File: src/rtl/cpu_pkg.sv
// Shared CPU definitions: default datapath widths and the fetch FSM state encoding.
package cpu_pkg;
   localparam int N_DEF = 16;
   localparam int W_DEF = 16;

   typedef enum logic [1:0] {
      IDLE = 2'd0,
      REQ  = 2'd1,
      HOLD = 2'd2
   } fetch_state_t;
endpackage

File: src/rtl/fetch_stall_counter.sv
// Saturating 16-bit count of fetch stall cycles; present only in FETCH_STALL_CNT_EN builds.
module fetch_stall_counter (
   input  logic        Clock,
   input  logic        Reset,
   input  logic        inc_i,
   output logic [15:0] cnt_o
);
   logic [15:0] cnt_q, cnt_d;

   always_comb begin
      cnt_d = cnt_q;
      if (inc_i && (cnt_q != 16'hFFFF)) cnt_d = cnt_q + 16'd1;
   end

   always_ff @(posedge Clock) begin
      if (!Reset) cnt_q <= 16'd0;
      else        cnt_q <= cnt_d;
   end

   assign cnt_o = cnt_q;
endmodule

File: src/rtl/instruction_fetch.sv
// Single-outstanding instruction fetch stage with branch redirect/squash.
// Optional macro FETCH_STALL_CNT_EN adds the Stall_cnt output.
module instruction_fetch
   import cpu_pkg::*;
#(
   parameter int N = N_DEF,
   parameter int W = W_DEF
) (
   input  logic         Clock,
   input  logic         Reset,
   input  logic [N-1:0] PC_value,
   output logic [N-1:0] PC_next,
   output logic         PC_write_data,
   output logic [N-1:0] Mem_addr,
   output logic         Mem_req,
   input  logic         Mem_ack,
   input  logic [W-1:0] Mem_rdata,
   output logic [W-1:0] Instr,
   output logic [N-1:0] Instr_PC,
   output logic         Instr_valid,
   input  logic         Instr_ready,
`ifdef FETCH_STALL_CNT_EN
   output logic [15:0]  Stall_cnt,
`endif
   input  logic         Redirect,
   input  logic [N-1:0] Redirect_target
);
   fetch_state_t state_q;
   logic         mem_req_q;
   logic         valid_q;
   logic         squash_q;
   logic [W-1:0] instr_q;
   logic [N-1:0] instr_pc_q;

   assign Mem_addr    = PC_value;
   assign Mem_req     = mem_req_q;
   assign Instr       = instr_q;
   assign Instr_PC    = instr_pc_q;
   assign Instr_valid = valid_q;

   // Redirect wins over the increment; a squashed ack never advances the PC.
   always_comb begin
      PC_write_data = 1'b0;
      PC_next       = PC_value + N'(1);
      if (!Reset) begin
         PC_next = '0;
      end else if (Redirect) begin
         PC_write_data = 1'b1;
         PC_next       = Redirect_target;
      end else if ((state_q == REQ) && Mem_ack && !squash_q) begin
         PC_write_data = 1'b1;
      end
   end

   always_ff @(posedge Clock) begin
      if (!Reset) begin
         state_q    <= IDLE;
         mem_req_q  <= 1'b0;
         valid_q    <= 1'b0;
         squash_q   <= 1'b0;
         instr_q    <= '0;
         instr_pc_q <= '0;
      end else begin
         case (state_q)
            IDLE: begin
               state_q   <= REQ;
               mem_req_q <= 1'b1;
            end
            REQ: begin
               if (Mem_ack) begin
                  squash_q <= 1'b0;
                  if (!(Redirect || squash_q)) begin
                     instr_q    <= Mem_rdata;
                     instr_pc_q <= PC_value;
                     valid_q    <= 1'b1;
                     mem_req_q  <= 1'b0;
                     state_q    <= HOLD;
                  end
               end else if (Redirect) begin
                  squash_q <= 1'b1;
               end
            end
            HOLD: begin
               if (Redirect || Instr_ready) begin
                  valid_q   <= 1'b0;
                  mem_req_q <= 1'b1;
                  state_q   <= REQ;
               end
            end
            default: begin
               state_q   <= IDLE;
               mem_req_q <= 1'b0;
               valid_q   <= 1'b0;
               squash_q  <= 1'b0;
            end
         endcase
      end
   end

`ifdef FETCH_STALL_CNT_EN
   logic stall_inc;
   assign stall_inc = ((state_q == REQ) && !Mem_ack) || ((state_q == HOLD) && !Instr_ready);

   fetch_stall_counter u_stall_cnt (
      .Clock (Clock),
      .Reset (Reset),
      .inc_i (stall_inc),
      .cnt_o (Stall_cnt)
   );
`else
   // Stall instrumentation is not built.
`endif
endmodule

File: config.mk
export PLATFORM = sky130hd
export DESIGN_NAME = instruction_fetch
export DESIGN_NICKNAME = d
export VERILOG_FILES = /design/src/rtl/cpu_pkg.sv /design/src/rtl/fetch_stall_counter.sv /design/src/rtl/instruction_fetch.sv
export SDC_FILE = /design/constraint.sdc
export NUM_CORES = 1
export LEC_CHECK = 0
export CAP_MARGIN = 20
export CORE_ASPECT_RATIO = 0.5
export CORE_MARGIN = 5
export CORE_UTILIZATION = 34
export DETAILED_ROUTE_END_ITERATION = 7
export GPL_ROUTABILITY_DRIVEN = 0
export PLACE_DENSITY = 0.72
export SLEW_MARGIN = 30
export SYNTH_ARGS = -nofsm -noshare
export SYNTH_HDL_FRONTEND = slang
export SYNTH_SLANG_ARGS = --single-unit
File: constraint.sdc
create_clock -name Clock -period 1.1 [get_ports Clock]
set_input_delay 0.11 -clock Clock [delete_from_list [all_inputs] [get_ports Clock]]
set_output_delay 0.11 -clock Clock [all_outputs]
set_load 0.02 [all_outputs]
==> results of run 1 <==
## cells in the mapped netlist, types with 2 or more instances
master | number | share of area [%]
a21boi_0 | 3 | 1.1
a21boi_1 | 29 | 10
a21oi_1 | 15 | 3.6
buf_4 | 17 | 6.1
buf_6 | 4 | 2.2
clkbuf_1 | 11 | 2.0
dfxtp_1 | 37 | 36
inv_1 | 4 | 0.72
nand2_1 | 71 | 13
nand3_1 | 4 | 0.96
nand4_2 | 2 | 1.2
nor2_1 | 7 | 1.3
nor2b_1 | 2 | 0.60
nor3_1 | 4 | 0.96
nor4_2 | 4 | 2.4
o211a_1 | 2 | 0.96
o21a_1 | 3 | 1.1
o21ai_0 | 14 | 3.4
xnor2_1 | 13 | 5.5
## registers in the layout (all words and copies together) (netlist names)
signal,flops
Instr,16
Instr_PC,16
Instr_valid,1
Mem_req,1
squash_q,1
state_q,2
## layout make-up
type | instances | area share (%)
clock buffer | 6 | 2.98
clock inverter | 2 | 0.896
sequential | 37 | 17.2
inverter | 5 | 0.491
multi-input combinational | 187 | 34.7
timing repair buffer | 180 | 41.5
tap | 77 | 2.23
## tightest hold or removal path: stages
cell and delay (ns):
buf_6 0.10, buf_6 0.11, nand2_2 0.05, a21boi_2 0.05
## path summary, 6_finish.rpt
path,endpoint,cells past startpoint
min reg2reg,Instr[15],2
max,Instr_PC[8],6
min,Instr_PC[3],4
max reg2reg,Instr_PC[8],6
## per-stage QoR
stage               utilization, %  TNS [ns]
finish                        72.1    -10.55
global route                  72.1    -13.22
CTS                           67.1     -8.55
detailed placement            59.1    -41.34
global placement              59.1    -39.59
floorplan                        -     -2.38
## logic make-up (layout without fill, tap and decap cells)
group           Yosys count  in the layout  synth area share [%]
simple gates            102            103                  24.5
compound gates           68             68                  21.5
buf+inv                  38            193                  11.4
flops                    37             37                  35.6
xor+xnor                 14             14                  5.90
fa+ha+maj                 1              1                 0.602
mux                       1              1                 0.481
## metal layers
metal / wire (um) / vias up
li1: - / 1178
met1: 3360 / 1214
met2: 4900 / 68
met3: 369 / 23
met4: 294 / 0
met5: 0 / -
## power by group through the flow
stage | logic (mW) | registers [mW] | clock network (mW)
finish | 1.27 | 1.43 | 1.64
global route | 1.34 | 1.43 | 1.73
CTS | 1.15 | 1.42 | 1.64
detailed placement | 1.06 | 1.45 | 0
global placement | 1.04 | 1.44 | 0
floorplan | 0.436 | 1.50 | 0
## placed cells by master, fill, tap and decap left out, drive strengths merged, types with 2 or more instances in the layout
| cell | n |
|---|---|
| a21boi | 32 |
| a21oi | 15 |
| buf | 90 |
| clkbuf | 20 |
| clkdlybuf4s15 | 10 |
| clkdlybuf4s50 | 49 |
| dfxtp | 37 |
| dlygate4sd2 | 15 |
| inv | 5 |
| nand2 | 71 |
| nand3 | 7 |
| nand4 | 3 |
| nor2 | 7 |
| nor2b | 2 |
| nor3 | 4 |
| nor4 | 4 |
| o211a | 2 |
| o21a | 3 |
| o21ai | 14 |
| xnor2 | 13 |
## repair_timing
| item | CTS | global route |
|---|---|---|
| cloned | 3 | 2 |
| setup buffers | 11 | 6 |
| endpoints found under the setup margin | 103 | 65 |
| pin swaps | 36 | 37 |
| gates resized for setup | 268 | 96 |
==> results.env, run 1 <==
RUN_STATUS='finished, violations left'
FAILED_CHECKS='negative setup slack'
CELLPOWERDENSITY_mW_PER_MM2=1000
MAXCAPVIOLATIONS=0
CRIT_CHAIN='buf_6, nor3b_4, and3_4, buf_12, nand2_1, a21boi_2'
WORST_SETUP_PATH_STARTPOINT='squash_q'
SYNTHTOLAYOUTAREAGROWTH_PCT=108
TIMING.CRITICAL_PATH.BUF_INV=2
WORST_PIN_SLEW_NS=0.292
DRT-VIAS-PER-INSTANCE=5.03
ROWS=20
ANTENNA-DIODE-COUNT=0
GRT_USE_TOTAL_PCT=20.7
PIN_COUNT_OF_THE_BIGGEST_NET_ENTERING_GLOBAL_ROUTING=29
PRECTSSETUPSLACK_NS=-1.19
TIMING.HOLD.WORST.CLASS='in2reg'
FINALHOLDVIOLATIONS=0
RR_STARTPOINT='squash_q'
SWITCHING_POWER_mW=1.20
START_UTIL_PCT=34.6
GRT_PASS1_WL_UM=13000
FLOORPLAN.CORE_AREA_MM2=0.00601
SYN-INSTANCE-COUNT=261
POWER_FRAC_SEQ_PCT=32.9
CTS-HOLD-FIX-BUFFERS=0
POSTSYNTHNETCOUNT=315
POSTSYNTHREGISTERBITS=37
GRT_SETUP_UNREPAIRED='true'
HOLD-WORST-SLACK_NS=0.192
FINAL_CELL_COUNT_NO_FILL=494
DR.FIRST_ITER.DRC_COUNT=68
DIE_AREA_MM2=0.00788
CP.REQUIRED_NS=1.31
WORSTSKEWPAIRLATENCY_NS=0.28
HPWLAFTERDP_UM=5420
GRT_UTIL_MET2_PCT=39.3
SLOWEST_DELAY_NS=0.33
DRT-TOTAL-WL_UM=8920
NUM_VIAS=2483
TOTAL_POWER_mW=4.34
CRITICALPATHCATEGORY='reg2reg'
CTS_ROOT_BUF='clkbuf_16'
GLOBALROUTE.BUSIESTLAYER='met2'
IR_DROP_mV=0.752
FIRST_GLOBAL_VIAS=2576
ROUTE.DETAILED.DRC=0
NETSWITCHINGFRACTION_PCT=27.7
DETAIL_ROUTE.WL_PER_CELL_UM=18.1
CELLINTERNALPOWER_mW=3.14
SYNTHESIS.AREA_PER_INSTANCE_UM2=7.97
CRITICAL-PATH-TOP-DELAY-FAMILY='simple AND/OR/NAND/NOR gates'
FINAL.SETUP.WORST_SLACK_NS=-0.283
HOLD_PATH_STARTPOINT='PC_value[3]'
FLOORPLAN.DIE.HEIGHT_UM=65.3
CRIT_PATH_START_KIND='flop'
ACHIEVABLE-FREQUENCY_MHz=723
CTS_BUFFERS=5
DESIGN.PORTCOUNT=120
DRIVE_GT1_SHARE_PCT=44.1
TIMING.MAX_SLEW.REL_SLACK_PCT=80.5
SYNTH_SEQUENTIAL_AREA_RATIO_PCT=35.6
REG2REG_SETUP_SLACK_NS=-0.28
COMBINATIONALPOWERSHARE_PCT=29.3
CRIT_PATH_END_KIND='flop'
GRT_REMAINING_OVERFLOW=0
AREA.SEQUENTIAL_UM2=743
CTS_BUFFER_DEPTH=2
CELLLEAKAGEPOWER_nW=1.84
YS.WARNINGS.COUNT=0
POWER.SHARE.CLOCK_PCT=37.8
GLOBALROUTEMET1UTIL_PCT=22.9
CLKSINKCOUNT=37
DIE_W_UM=121
HTREE_LEVELS=2
TIMING_MAX_TRANSITION_VIOLATIONS_FINAL=0
YS_DOMINANT_REG_CELL='dfxtp_1'
MULTI_INPUT_AREA_MM2=0.00150
LAYOUT.FILLER_CELLS=411
FINALCLOCKSKEW_NS=0.00633
SYNTH_ENABLE_FLOP_CELLS=0
SLOWEST_STAGE='dfxtp_2'
SYNTH_AREA_MM2=0.00208
PLACE.PORT_BUFFERS=119
FINALCRITPERIODSHARE_PCT=126
NUMBER_OF_ANTENNA_VIOLATIONS_AT_THE_FIRST_CHECK_IN_GLOBAL_ROUTING=0
FINAL_AREA_MM2=0.00433
WORST-PATH-MAX-FANOUT=17
USE_MET3_PCT=4.21
ROUTE.ANTENNA.REMAINING_NETS=0
DP.CELLS=465
FIN_NETS=470
CLOCK_TREE_FROM_TRITONCTS='done'
POST_DP_CELL_AREA_MM2=0.00355
FINALSETUPVIOLCOUNT=51
DRT-PASS1-ITER-COUNT=4
SYNTH_ASYNC_SR_FLOP_SHARE_PCT=0
CLK_TRANSITION_REPORTED_PATHS_NS=0.06
FIN_CRIT_NS=1.38
POST_SYNTH_NUM_CELL_TYPES=34
CP_DATA_ARRIVAL_TIME_NS=1.59
Power figures use the tool's default switching activity.
==> run 2: changes to the inputs <==
--- a/config.mk
+++ b/config.mk
@@ -18 +18,2 @@
 export SYNTH_SLANG_ARGS = --single-unit
+export TNS_END_PERCENT = 50
==> constraint.sdc (replaced) <==
create_clock -name Clock -period 1.1 [get_ports Clock]
set_input_delay 0.22 -clock Clock [delete_from_list [all_inputs] [get_ports Clock]]
set_output_delay 0.22 -clock Clock [all_outputs]
set_load 0.02 [all_outputs]
==> run 2 against run 1 <==
Against the previous run: the flow still finishes with violations (negative setup slack); via count is 8.4% higher; cell count is 2.2% higher; global-route usage is 2.7 points higher; first-iteration DRC count is 90% higher; highest routed layer unchanged; non-clock buffer count is 11 higher; clock-buffer cell count stayed put; maximum frequency is 13% lower; clock skew is 0.00063 ns lower.
==> results.env, run 2 (synthesis results as in run 1) <==
NUMBER_OF_ANTENNA_VIOLATIONS_AT_THE_FIRST_CHECK_IN_GLOBAL_ROUTING=0
RR_STARTPOINT='squash_q'
CP_DATA_ARRIVAL_TIME_NS=1.37
WORST_PIN_SLEW_NS=0.305
RUN_STATUS='finished, violations left'
WORST_SETUP_PATH_STARTPOINT='PC_value[10]'
MOST_COMMON_LIBRARY_CELL_IN_THE_LAYOUT_IGNORING_FILL_AND_TAPS='nand2_1'
DRT-TOTAL-WL_UM=10500
DIE_AREA_MM2=0.00788
CELLPOWERDENSITY_mW_PER_MM2=1000
WORSTSKEWPAIRLATENCY_NS=0.28
GRT_PASS1_WL_UM=14400
START_UTIL_PCT=34.6
CLK_TRANSITION_REPORTED_PATHS_NS=0.06
FIN_NETS=481
CRIT_PATH_END='PC_next[14]'
SYNTHTOLAYOUTAREAGROWTH_PCT=120
HTREE_LEVELS=2
DRT-PASS1-ITER-COUNT=5
IR_DROP_mV=0.747
PLACE.PORT_BUFFERS=119
CRITICALPATHCATEGORY='in2out'
RR_WORST_DEPTH=7
COMBINATIONALPOWERSHARE_PCT=31.0
DRIVE_GT1_SHARE_PCT=56.8
MOSTFREQUENTLAYOUTCELLS='50 x nand2_1, 47 x buf_4, 37 x buf_6'
FINAL_CELL_COUNT_NO_FILL=505
CELLINTERNALPOWER_mW=3.25
FINALCOREUTILIZATION_PCT=76.1
CRIT_PATH_START_KIND='primary input'
DIE_W_UM=121
CLKSINKCOUNT=37
FLOORPLAN.CORE_AREA_MM2=0.00601
LAYOUT.FILLER_CELLS=378
FINAL.SETUP.WORST_SLACK_NS=-0.489
GRT_SETUP_UNREPAIRED='true'
AREA.SEQUENTIAL_UM2=744
ROUTE.ANTENNA.REMAINING_NETS=0
SWITCHING_POWER_mW=1.33
ANTENNA-DIODE-COUNT=0
FINALCRITPERIODSHARE_PCT=144
HPWLAFTERDP_UM=5570
CELLLEAKAGEPOWER_nW=1.99
FIN_CRIT_NS=1.59
FINALSETUPVIOLCOUNT=54
PRECTSSETUPSLACK_NS=-1.40
CLOCK_TREE_FROM_TRITONCTS='done'
CTS_BUFFERS=5
PIN_COUNT_OF_THE_BIGGEST_NET_ENTERING_GLOBAL_ROUTING=23
DESIGN.PORTCOUNT=120
POWER_FRAC_SEQ_PCT=31.1
ROWS=20
REG2REG_SETUP_SLACK_NS=-0.41
TIMING.MAX_SLEW.REL_SLACK_PCT=79.5
FIRST_GLOBAL_VIAS=2691
DRT-VIAS-PER-INSTANCE=5.33
GRT_USE_TOTAL_PCT=23.4
CRIT_PATH_END_KIND='output port'
GRT_REMAINING_OVERFLOW=0
CRITICAL_PATH.REG2REG.ENDPOINT='Instr[15]'
DP.CELLS=464
DR.FIRST_ITER.DRC_COUNT=129
FLOORPLAN.DIE.HEIGHT_UM=65.3
MAXCAPVIOLATIONS=0
ACHIEVABLE-FREQUENCY_MHz=629
FAILED_CHECKS='negative setup slack'
ROUTE.DETAILED.DRC=0
POWER.SHARE.CLOCK_PCT=37.9
CTS_BUFFER_DEPTH=2
FINALHOLDVIOLATIONS=0
NUM_VIAS=2692
NETSWITCHINGFRACTION_PCT=29.1
FINALCLOCKSKEW_NS=0.00570
MULTI_INPUT_AREA_MM2=0.00165
CP.REQUIRED_NS=0.88
WORST-PATH-MAX-FANOUT=3
CTS_ROOT_BUF='clkbuf_16'
TIMING_MAX_TRANSITION_VIOLATIONS_FINAL=0
DETAIL_ROUTE.WL_PER_CELL_UM=20.8
TIMING.HOLD.WORST.CLASS='in2reg'
CTS-HOLD-FIX-BUFFERS=0
==> run 2: cell types whose count changed in the layout (fill, tap and decap cells not counted), moves of 4 or more <==
| cell | before | now |
|---|---|---|
| buf_2 | 5 | 35 |
| clkdlybuf4s50_1 | 49 | 29 |
| buf_6 | 24 | 37 |
| clkbuf_2 | 12 | 0 |
| clkdlybuf4s15_1 | 10 | 2 |
| o21ai_1 | 9 | 3 |
| a21oi_1 | 7 | 2 |
| nand2_4 | 10 | 15 |
| dlygate4sd2_1 | 15 | 19 |
| nand2_2 | 10 | 6 |
==> run 2: layout make-up <==
cell class | count | share of cell area, %
Clock buffer | 6 | 3.04
Inverter | 5 | 0.684
Tap cell | 77 | 2.11
Sequential cell | 37 | 16.3
Timing Repair Buffer | 191 | 41.0
Clock inverter | 2 | 0.821
Multi-Input combinational cell | 187 | 36.1
==> run 2: repair_timing <==
action,CTS,global route
hold endpoints to repair,0,0
pin swaps,40,51
gates cloned,10,3
resized for setup,418,88
endpoints found under the setup margin,103,74
buffers inserted,17,6
==> run 2: worst min path at each step <==
| stage | startpoint | endpoint | slack, ns | depth (start not counted) |
|---|---|---|---|---|
| after CTS | PC_value[3] | Instr_PC[3] | 0.25 | 3 |
| after global placement | Instr[10] | Instr[10] | 0.44 | 2 |
| after floorplan | Mem_rdata[0] | Instr[0] | 0.35 | 2 |
| after detailed placement | Instr_PC[14] | Instr_PC[14] | 0.45 | 2 |
| after global routing | PC_value[3] | Instr_PC[3] | 0.25 | 3 |
| final | PC_value[3] | Instr_PC[3] | 0.25 | 3 |
==> run 2: through the flow <==
stage          hold WS (ns)  power [mW]  area [um2]  setup TNS [ns]
3_3_place_gp          0.439        2.53        3630          -54.13
4_1_cts               0.253        4.43        4400          -14.67
2_1_floorplan         0.355        1.97        2250           -3.25
6_report              0.246        4.59        4570          -17.79
3_5_place_dp          0.446        2.55        3630          -56.80
5_1_grt               0.249        4.71        4570          -19.43
==> run 2: worst max-delay path: stages <==
cell and delay (ns):
buf_8 0.08, nand4_4 0.13, buf_12 0.16, nor4_4 0.33
xnor2_2 0.14, a21oi_2 0.16, buf_6 0.14
==> run 2: layer usage <==
metal / GRT usage [%] / vias to the layer above / routed length (um)
li1: - / 1200 / -
met1: 27.3 / 1334 / 4130
met2: 43.1 / 126 / 5440
met3: 4.73 / 32 / 613
met4: 8.33 / 0 / 346
met5: 0 / - / 0
==> run 2: power by group through the flow <==
stage	registers, mW	logic (mW)	clock network (mW)
after floorplan	1.50	0.471	0
final	1.43	1.42	1.74
after CTS	1.42	1.31	1.71
after global routing	1.43	1.48	1.80
after global placement	1.44	1.08	0
after detailed placement	1.45	1.11	0
==> run 3: changes to the inputs <==
SKIP_CTS_REPAIR_TIMING = 1   (was unset)
==> run 3 against run 2 <==
Against the previous run: the run still ends with negative setup slack left; sequential share of layout area about the same; cell count decreased by 3.2%; critical path depth decreased by 1; clock power about the same; flip-flop and latch count unchanged; final area decreased by 0.11%.
==> results.env, run 3 (synthesis results as in run 1) <==
GRT_USE_TOTAL_PCT=17.9
MAXCAPVIOLATIONS=0
HOLD-WORST-SLACK_NS=0.213
ROWS=20
CTS_BUFFERS=5
NUM_VIAS=2511
DESIGN.PORTCOUNT=120
DETAIL_ROUTE.WL_PER_CELL_UM=19.5
ROUTE.ANTENNA.REMAINING_NETS=0
CTS_BUFFER_DEPTH=2
IR_DROP_mV=0.815
MOST_COMMON_LIBRARY_CELL_IN_THE_LAYOUT_IGNORING_FILL_AND_TAPS='nand2_1'
FINAL_AREA_MM2=0.00457
ANTENNA-DIODE-COUNT=0
DIE_AREA_MM2=0.00788
FAILED_CHECKS='negative setup slack'
HPWLAFTERDP_UM=5570
FINAL.SETUP.WORST_SLACK_NS=-0.416
TIMING.HOLD.WORST.CLASS='in2reg'
SLOWEST_DELAY_NS=0.31
GRT_REMAINING_OVERFLOW=0
ACHIEVABLE-FREQUENCY_MHz=660
SLOWEST_STAGE='nor4_4'
HTREE_LEVELS=2
DRT-TOTAL-WL_UM=9530
ROUTE.DETAILED.DRC=0
WORSTSKEWPAIRLATENCY_NS=0.29
CLK_TRANSITION_REPORTED_PATHS_NS=0.06
TIMING.CRITICAL_PATH.BUF_INV=2
PIN_COUNT_OF_THE_BIGGEST_NET_ENTERING_GLOBAL_ROUTING=27
CTS_ROOT_BUF='clkbuf_16'
FINALCLOCKSKEW_NS=0.00470
FINALCOREUTILIZATION_PCT=76.0
CLKSINKCOUNT=37
GRT_PASS1_WL_UM=11400
FINALHOLDVIOLATIONS=0
START_UTIL_PCT=34.6
CRIT_PATH_START_KIND='primary input'
CP_DATA_ARRIVAL_TIME_NS=1.30
CELLLEAKAGEPOWER_nW=2.43
CRIT_CHAIN='buf_8, nand4_4, nor4_4, xnor2_1, a21oi_2, buf_6'
PLACE.PORT_BUFFERS=119
TIMING_MAX_TRANSITION_VIOLATIONS_FINAL=0
GRT_SETUP_UNREPAIRED='true'
WORST-PATH-MAX-FANOUT=5
FIN_CRIT_NS=1.52
SYNTHTOLAYOUTAREAGROWTH_PCT=120
DR.FIRST_ITER.DRC_COUNT=108
DRT-VIAS-PER-INSTANCE=5.13
POST_DP_CELL_AREA_MM2=0.00363
FINALSETUPVIOLCOUNT=53
CRITICAL-PATH-TOP-DELAY-FAMILY='simple AND/OR/NAND/NOR gates'
DRT-PASS1-ITER-COUNT=5
NUMBER_OF_ANTENNA_VIOLATIONS_AT_THE_FIRST_CHECK_IN_GLOBAL_ROUTING=0
CLOCK_TREE_FROM_TRITONCTS='done'
FINALCRITPERIODSHARE_PCT=138
FLOORPLAN.DIE.HEIGHT_UM=65.3
FLOORPLAN.CORE_AREA_MM2=0.00601
DIE_W_UM=121
MOSTFREQUENTLAYOUTCELLS='56 x nand2_1, 45 x dlymetal6s2s_1, 36 x buf_4'
CRIT_PATH_END_KIND='output port'
CELLPOWERDENSITY_mW_PER_MM2=990
CP.REQUIRED_NS=0.88
FIN_NETS=465
CRITICALPATHCATEGORY='in2out'
FIRST_GLOBAL_VIAS=2350
RUN_STATUS='finished, violations left'
WORST_PIN_SLEW_NS=0.289
DRIVE_GT1_SHARE_PCT=46.8
TIMING.MAX_SLEW.REL_SLACK_PCT=80.5
==> run 3: path summary, 6_finish.rpt <==
| path | startpoint | to | slack [ns] | cells past startpoint |
|---|---|---|---|---|
| min | PC_value[3] | Instr_PC[3] | 0.21 | 3 |
| max | PC_value[7] | PC_next[15] | -0.42 | 6 |
| max reg2reg | squash_q | Instr_PC[14] | -0.37 | 6 |
| min reg2reg | Instr[6] | Instr[6] | 0.45 | 2 |
==> run 3: worst register-to-register path, delay by kind of cell (launching register included) <==
family,cells,cell delay (ns)
simple gates,3,0.60
flops,1,0.33
buf+inv,2,0.29
compound gates,1,0.17
==> run 3: final cells by class <==
| class | count | area (um2) |
|---|---|---|
| timing repair buffer | 175 | 1920 |
| sequential | 37 | 744 |
| inverter | 5 | 23.8 |
| multi-input combinational | 187 | 1600 |
| clock inverter | 2 | 37.5 |
| clock buffer | 6 | 139 |
| fill | 359 | 1440 |
| tap | 77 | 96.3 |
==> run 3: report_power, final <==
group | leakage [nW] | total (mW) | internal, mW | switching [mW]
logic | 2.04 | 1.37 | 0.704 | 0.663
clock network | 0.0831 | 1.73 | 1.13 | 0.601
registers | 0.302 | 1.42 | 1.39 | 0.0283
==> run 3: per-layer routing <==
layer / global-route usage (%) / up-vias / share of wire (%)
li1: - / 1166 / -
met3: 4.13 / 17 / 4.3
met2: 34.0 / 78 / 53
met1: 20.3 / 1250 / 41
met5: 0 / - / 0
met4: 5.08 / 0 / 2.4
==> run 3: per-stage QoR <==
step	setup TNS, ns	cells	worst slack [ns]	power [mW]
2_1_floorplan	-3.25	261	-0.215	1.97
3_3_place_gp	-54.13	464	-1.35	2.53
3_5_place_dp	-56.80	464	-1.40	2.55
4_1_cts	-57.19	472	-1.41	4.24
5_1_grt	-17.58	489	-0.484	4.65
6_report	-15.09	489	-0.416	4.52
